### src/rtl/mem_port_arbiter_pkg.sv
// Shared types for the two-requester memory port arbiter: FSM states, access
// sizes, transaction owner and the latched downstream command.
package mem_port_arbiter_pkg;

    typedef enum logic [1:0] {
        ST_IDLE = 2'd0,
        ST_ADDR = 2'd1,
        ST_DATA = 2'd2
    } state_t;

    localparam logic [1:0] SIZE_BYTE = 2'd0;
    localparam logic [1:0] SIZE_HALF = 2'd1;
    localparam logic [1:0] SIZE_WORD = 2'd2;

    typedef enum logic {
        OWNER_DATA = 1'b0,
        OWNER_INST = 1'b1
    } owner_t;

    typedef struct packed {
        logic        wr;
        logic [1:0]  size;
        logic [3:0]  wstrb;
        logic [31:0] addr;
        logic [31:0] wdata;
    } mem_cmd_t;

endpackage

### src/rtl/mem_arb_pick.sv
// Combinational winner selection: data has priority unless fetch has been
// passed over MAX_DATA_STREAK times in a row.
module mem_arb_pick
    import mem_port_arbiter_pkg::*;
#(
    parameter int MAX_DATA_STREAK = 4,
    parameter int STREAK_W        = $clog2(MAX_DATA_STREAK + 1)
) (
    input  logic                inst_req,
    input  logic                data_req,
    input  logic [STREAK_W-1:0] streak,
    output logic                grant_inst,
    output logic                grant_data
);

    always_comb begin
        grant_inst = inst_req && (!data_req || (streak == STREAK_W'(MAX_DATA_STREAK)));
        grant_data = data_req && !grant_inst;
    end

endmodule

### src/rtl/mem_port_arbiter.sv
// Shares one SRAM-like port between instruction fetch and data access, one
// transaction at a time, steering each response back to the owning requester.
module mem_port_arbiter
    import mem_port_arbiter_pkg::*;
#(
    parameter int MAX_DATA_STREAK = 4
) (
    input  logic        clk,
    input  logic        reset,

    input  logic        inst_req,
    input  logic [31:0] inst_addr,
    output logic        inst_addr_ok,
    output logic        inst_data_ok,
    output logic [31:0] inst_rdata,

    input  logic        data_req,
    input  logic        data_wr,
    input  logic [1:0]  data_size,
    input  logic [3:0]  data_wstrb,
    input  logic [31:0] data_addr,
    input  logic [31:0] data_wdata,
    output logic        data_addr_ok,
    output logic        data_data_ok,
    output logic [31:0] data_rdata,

    output logic        mem_req,
    output logic        mem_wr,
    output logic [1:0]  mem_size,
    output logic [3:0]  mem_wstrb,
    output logic [31:0] mem_addr,
    output logic [31:0] mem_wdata,
    input  logic        mem_addr_ok,
    input  logic        mem_data_ok,
    input  logic [31:0] mem_rdata
);

    localparam int STREAK_W = $clog2(MAX_DATA_STREAK + 1);

    state_t              state_q,  state_d;
    owner_t              owner_q,  owner_d;
    mem_cmd_t            cmd_q,    cmd_d;
    logic [STREAK_W-1:0] streak_q, streak_d;

    logic arb_en;
    logic grant_inst;
    logic grant_data;

    // Arbitration only happens in IDLE and is suppressed while reset is held,
    // so no addr_ok can pulse for a request that will never be latched.
    assign arb_en = (state_q == ST_IDLE) && !reset;

    mem_arb_pick #(
        .MAX_DATA_STREAK (MAX_DATA_STREAK),
        .STREAK_W        (STREAK_W)
    ) u_pick (
        .inst_req   (inst_req && arb_en),
        .data_req   (data_req && arb_en),
        .streak     (streak_q),
        .grant_inst (grant_inst),
        .grant_data (grant_data)
    );

    always_comb begin
        state_d      = state_q;
        owner_d      = owner_q;
        cmd_d        = cmd_q;
        streak_d     = streak_q;
        inst_addr_ok = 1'b0;
        data_addr_ok = 1'b0;
        inst_data_ok = 1'b0;
        data_data_ok = 1'b0;
        mem_req      = 1'b0;

        case (state_q)
            ST_IDLE: begin
                if (grant_inst) begin
                    inst_addr_ok = 1'b1;
                    owner_d      = OWNER_INST;
                    cmd_d        = '{wr: 1'b0, size: SIZE_WORD, wstrb: 4'b0000,
                                     addr: inst_addr, wdata: 32'h0};
                    streak_d     = '0;
                    state_d      = ST_ADDR;
                end else if (grant_data) begin
                    data_addr_ok = 1'b1;
                    owner_d      = OWNER_DATA;
                    cmd_d        = '{wr: data_wr, size: data_size, wstrb: data_wstrb,
                                     addr: data_addr, wdata: data_wdata};
                    // Count only grants that made a waiting fetch lose.
                    if (!inst_req) begin
                        streak_d = '0;
                    end else if (streak_q != STREAK_W'(MAX_DATA_STREAK)) begin
                        streak_d = streak_q + STREAK_W'(1);
                    end
                    state_d      = ST_ADDR;
                end
            end
            ST_ADDR: begin
                mem_req = 1'b1;
                if (mem_addr_ok) begin
                    state_d = ST_DATA;
                end
            end
            ST_DATA: begin
                if (mem_data_ok) begin
                    inst_data_ok = (owner_q == OWNER_INST);
                    data_data_ok = (owner_q == OWNER_DATA);
                    state_d      = ST_IDLE;
                end
            end
            default: state_d = ST_IDLE;
        endcase
    end

    always_ff @(posedge clk or posedge reset) begin
        if (reset) begin
            state_q  <= ST_IDLE;
            owner_q  <= OWNER_DATA;
            cmd_q    <= '0;
            streak_q <= '0;
        end else begin
            state_q  <= state_d;
            owner_q  <= owner_d;
            cmd_q    <= cmd_d;
            streak_q <= streak_d;
        end
    end

    assign mem_wr     = cmd_q.wr;
    assign mem_size   = cmd_q.size;
    assign mem_wstrb  = cmd_q.wstrb;
    assign mem_addr   = cmd_q.addr;
    assign mem_wdata  = cmd_q.wdata;
    assign inst_rdata = mem_rdata;
    assign data_rdata = mem_rdata;

endmodule
### config.mk
export PLATFORM = sky130hd
export DESIGN_NAME = mem_port_arbiter
export DESIGN_NICKNAME = d
export VERILOG_FILES = /design/src/rtl/mem_port_arbiter_pkg.sv /design/src/rtl/mem_arb_pick.sv /design/src/rtl/mem_port_arbiter.sv
export SDC_FILE = /design/constraint.sdc
export NUM_CORES = 1
export LEC_CHECK = 0
export BUFFER_PORTS_ARGS = -buffer_cell sky130_fd_sc_hd__buf_2
export CAP_MARGIN = 10
export CORE_AREA = 3 3 107 109
export DETAILED_ROUTE_END_ITERATION = 7
export DIE_AREA = 0 0 110 112
export PLACE_DENSITY = 0.73
export SLEW_MARGIN = 10
export SYNTH_ARGS = -nofsm -noshare
export SYNTH_HDL_FRONTEND = slang
export SYNTH_HIERARCHICAL = 1
export SYNTH_SLANG_ARGS = --single-unit
export TNS_END_PERCENT = 1
### constraint.sdc
create_clock -name clk -period 16.6 [get_ports clk]
set_clock_uncertainty 0.1 [all_clocks]
set_input_delay 4.15 -clock clk [delete_from_list [all_inputs] [get_ports clk]]
set_output_delay 4.15 -clock clk [all_outputs]
set_load 0.02 [all_outputs]
==> Word-level counts from Yosys, hierarchy flattened <==
Index checks and enable logic that the tools add are counted.
{ "word_totals": {"register_bits": 77} }
{ "classes": {"n_addsub": 1, "n_eq_ne": 8, "n_mux": 23, "bitwise_logic": 1, "reduce_logical": 14} }
{ "ops": {"columns": ["operator", "count"], "rows": [
  ["$mux 71", 2],
  ["$mux 1", 12],
  ["$mux 3", 4],
  ["$mux 2", 4],
  ["$ne 3x3->1 const B", 2],
  ["$pmux 2 s3", 1],
  ["$reduce_and 3->1", 2],
  ["$logic_and 1x1->1", 5],
  ["$ne 2x2->1 const B", 2],
  ["$add 3x1->3 const B", 1],
  ["$eq 3x3->1 const B", 1],
  ["$logic_not 1->1", 3],
  ["$ne 3x1->1 const B", 1],
  ["$eq 2x1->1 const B", 1],
  ["$eq 2x2->1 const B", 1],
  ["$logic_not 2->1", 1],
  ["$reduce_and 2->1", 1],
  ["$reduce_bool 2->1", 1],
  ["$logic_or 1x1->1", 1],
  ["$not 1->1", 1]
]} }

==> Longest topological paths before layout <==
{ "depth": {"depth_word": 11, "ltp_mapped": 9, "mapped_depth_nobuf": 7} }

==> Cells and area by module <==
Netlist, hierarchy kept.
{ "by_module_without_submodules": {"columns": ["mod", "n_inst", "cells_each", "area_per_inst_um2"], "rows": [
  ["mem_port_arbiter", 1, 336, 3739.8],
  ["mem_arb_pick", 1, 4, 25.0]
]} }

==> Worst setup path before layout <==
OpenSTA, ideal clock, no wires.
{ "synth_timing": {"path_kind": "input to output", "start": "input port reset", "end": "output port data_addr_ok", "t_arrival_ns": 6.870, "slack_ns": 5.480, "cell_stages": 6, "path_buffers": 2, "cell_sequence": "inv_1 -> and3_1 -> a21oi_1 -> buf_2 -> nor3b_4 -> buf_2"} }
{ "synth_between": {"elab_chain_cells": 11, "elab_cells_between_ends": 12, "cone_classes": "3 x mux; 9 x reduce/logical"} }
{ "synth_rtl": {"columns": ["item", "line_no", "text"], "rows": [
  ["from (decl)", "mem_port_arbiter.sv:9", "input logic reset,"],
  ["$logic_not 1->1 (no source line) *", null, null],
  ["$logic_and 1x1->1 *", "mem_port_arbiter.sv:51", "assign arb_en = (state_q == ST_IDLE) && !reset;"],
  ["$logic_and 1x1->1", "mem_port_arbiter.sv:58", ".data_req (data_req && arb_en),"],
  ["$logic_not 1->1", "mem_arb_pick.sv:17", "grant_inst = inst_req && (!data_req || (streak == STREAK_W'(MAX_DATA_STREAK)));"],
  ["$logic_or 1x1->1", "mem_arb_pick.sv:17", null],
  ["$logic_and 1x1->1 *", "mem_arb_pick.sv:17", null],
  ["via grant_inst", "mem_port_arbiter.sv:46", "logic grant_inst;"],
  ["$logic_not 1->1", "mem_arb_pick.sv:18", "grant_data = data_req && !grant_inst;"],
  ["$logic_and 1x1->1", "mem_arb_pick.sv:18", null],
  ["$mux 1", "mem_port_arbiter.sv:84", "end else if (grant_data) begin"],
  ["$mux 1 *", "mem_port_arbiter.sv:77", "if (grant_inst) begin"],
  ["$mux 1 *", "mem_port_arbiter.sv:75", "case (state_q)"],
  ["to (decl)", "mem_port_arbiter.sv:23", "output logic data_addr_ok,"]
]} }
Mark *: on every way through the listed nets, which the timed path passes. The rest lies on a longest branch.

==> Final worst setup path <==
Same ends and word-level chain as after synthesis.

==> flow_summary.toml <==
[status]
status = "complete, no violations"

[global_route]
gr-total-overflow = 0
grt_max_degree = 72
antenna_found_initial = 0
grt.total_usage_pct = 16.1
grt_pass1_vias = 3121
grt_pass1_wl_um = 15500

[worst_setup_path]
cpPeakStageDelay_ps = 460
crit_chain = "buf_2, clkinv_2, and3_1, inv_1, a21oi_4, buf_4, nor3b_4, buf_4, buf_2"
start_kind = "input pin"
crit_path_max_fanout = 39
endpoint_kind = "output port"
crit_slowest_cell = "clkinv_2"
crit_arrival_ps = 6450
criticalPathCategory = "in2out"
worstPathRequired_ps = 12350

[timing]
setup_tns_ps = 0
min_period_ps = 10700
slew_headroom_pct = 53.9
worst_pin_slew_ps = 692
rsz0062_at_grt = "false"
finalHoldViolCount = 0
period_share_pct = 64.5
fmax_ghz = 0.0934
maxSlewViolCount = 0
setup_viol = 0

[placement]
port_buffers = 184
post_dp_cell_area_um2 = 4320
dp_hpwl_um = 7160
place_congestion = 0.780

[drt]
drtIter0Drc = 154
vias = 2957
dr.pass1.iters = 4
viasPerCell = 4.95
ant_nets = 0
wire_per_inst_um = 16.7
route.detailed.drc = 0
drt-total-wl_um = 9960

[final_layout]
drive_gt1_share_pct = 46.2
diodes = 0
nNetsFinal = 596
syn_to_final_growth_pct = 21.4
final_area_um2 = 4570

[power_and_ir_drop]
seqPwrFrac_pct = 36.0
ir_worst_vdd_v = 0.0000667
pwr-share-comb_pct = 45.0
clkPwrFrac_pct = 19.0
switching_share_pct = 41.3
cellInternalPower_uw = 537
p_per_area_nw_per_um2 = 200
leakage_uw = 0.00234
netSwitchingPower_uw = 377

[synth]
synth_area_per_cell_um2 = 11.1
ys_types = 34
ys_warn_count = 6
syn-instance-count = 340
synth_area_um2 = 3760
ys_seq_elements = 77
seq_area_frac_synth_pct = 51.2
synthesis.nets = 483

[floorplanning]
fp.dieW_um = 110
coreArea_um2 = 10700
initial_core_util_pct = 35.2
rows = 38
pin_count = 281
die_area_um2 = 12300
die_h_um = 112

[clock_network]
cts_setup_buffers = 0
cts_buffer_depth = 2
path_clk_slew_ps = 70
cts_sinks = 77
cts_buffers = 9
tritoncts = "done"
hold_buffers = 0
clock_latency_ps = 340
clockRootBuffer = "clkbuf_8"
cts.repair.resized = 0
htree_levels = 3

[job]
cap_violations = 0

[hold_path]
hold_path_class = "reg2reg"
-- stage by stage --
stage	hold slack, ps	total power (uW)	cells	setup WS, ps	utilization [%]
after floorplan	365	619	340	5480	-
after global placement	381	740	582	5920	40.4
after detailed placement	387	750	582	5810	40.4
after CTS	407	929	597	5830	42.7
after global routing	422	981	597	5660	42.7
final	402	914	597	5900	42.7
-- power groups by stage --
| stage | sequential (uW) | combinational [uW] | clock [uW] |
|---|---|---|---|
| 6_report | 329 | 411 | 174 |
| 2_1_floorplan | 431 | 189 | 0 |
| 3_5_place_dp | 331 | 419 | 0 |
| 4_1_cts | 330 | 419 | 181 |
| 3_3_place_gp | 331 | 409 | 0 |
| 5_1_grt | 342 | 450 | 189 |
-- path summary, 6_finish.rpt --
check	start	to	slack, ps	depth (start not counted)
hold / removal	mem_wdata[0]$_DFFE_PP0P_	mem_wdata[0]$_DFFE_PP0P_	400	1
max in group asynchronous	reset	mem_wdata[7]$_DFFE_PP0P_	11610	3
setup reg to reg	state_q[0]$_DFFE_PP0P_	mem_addr[31]$_DFFE_PP0P_	13590	8
hold reg to reg	mem_wdata[0]$_DFFE_PP0P_	mem_wdata[0]$_DFFE_PP0P_	400	1
setup / recovery	reset	data_addr_ok	5900	9
min in group asynchronous	reset	mem_addr[7]$_DFFE_PP0P_	3750	2
-- cells by family after synthesis --
group | after synthesis | share of synthesized area, %
compound gates | 113 | 19.3
buf+inv | 93 | 16.5
flops | 77 | 51.2
mux | 33 | 8.77
simple gates | 22 | 3.62
fa+ha+maj | 2 | 0.665
-- layout by cell type, fill, tap and decap left out, drive strengths merged, types with 3 or more instances in the layout --
master / count
a22o: 38
clkbuf: 11
mux2i: 33
o21ai: 66
nand2: 6
bufinv: 3
dfrtp: 77
inv: 5
buf: 189
-- worst max-delay path, delay by kind of cell --
kind,cells,cell delay (ps)
buffers and inverters,6,1590
AND/OR/NAND/NOR,2,630
AO/OA/AOI/OAI,1,30
-- cells in the mapped netlist --
cell       n  share of area, %
o31a_1     1              0.23
dfrtp_1   77                51
o21ai_1   10               1.3
nand2b_1   2              0.33
or3b_1     1              0.23
buf_6      2              0.60
buf_4     64                13
nor3b_1    1              0.20
clkbuf_2   1              0.13
a311oi_1   1              0.23
a22o_1    38               8.8
and3_1     2              0.33
nand4_1    1              0.17
nor3b_4    1              0.50
or2_1      1              0.17
nor2_2     1              0.17
nand2_1    6              0.60
nor2_1     1              0.10
ha_1       2              0.66
buf_2     11               1.5
and2_1     1              0.17
a21o_1     2              0.40
or2_2      1              0.17
clkbuf_1   9              0.90
a31oi_1    2              0.33
nor2b_1    1              0.17
a21oi_1    1              0.13
o21a_1     1              0.20
inv_1      6              0.60
nand3b_1   1              0.20
nor3_1     1              0.13
o21ai_0   56               7.4
mux2i_1   33               8.8
o22ai_1    1              0.17
-- cell type report --
cell class              count  area [um^2]
clock buffers              11          151
clock inverters             4         95.1
fillers                  1069         6130
inverters                   6         23.8
multi-input cells         170         1240
flip-flops and latches     77         1930
well taps                 140          175
repair buffers            189          958
-- sequential cells by signal, summed over array words and instances (netlist names) --
| register | cells |
|---|---|
| mem_addr | 32 |
| mem_wdata | 32 |
| mem_wstrb | 4 |
| streak_q | 3 |
| mem_size | 2 |
| state_q | 2 |
| mem_wr | 1 |
| owner_q | 1 |
-- layer usage --
layer	track usage (%)	vias to the layer above	routed length, um
li1	-	1367	-
met1	18.9	1422	3940
met2	25.7	128	4830
met3	5.16	40	897
met4	9.06	0	291
met5	0	-	0
(Power assumes the default switching activity.)
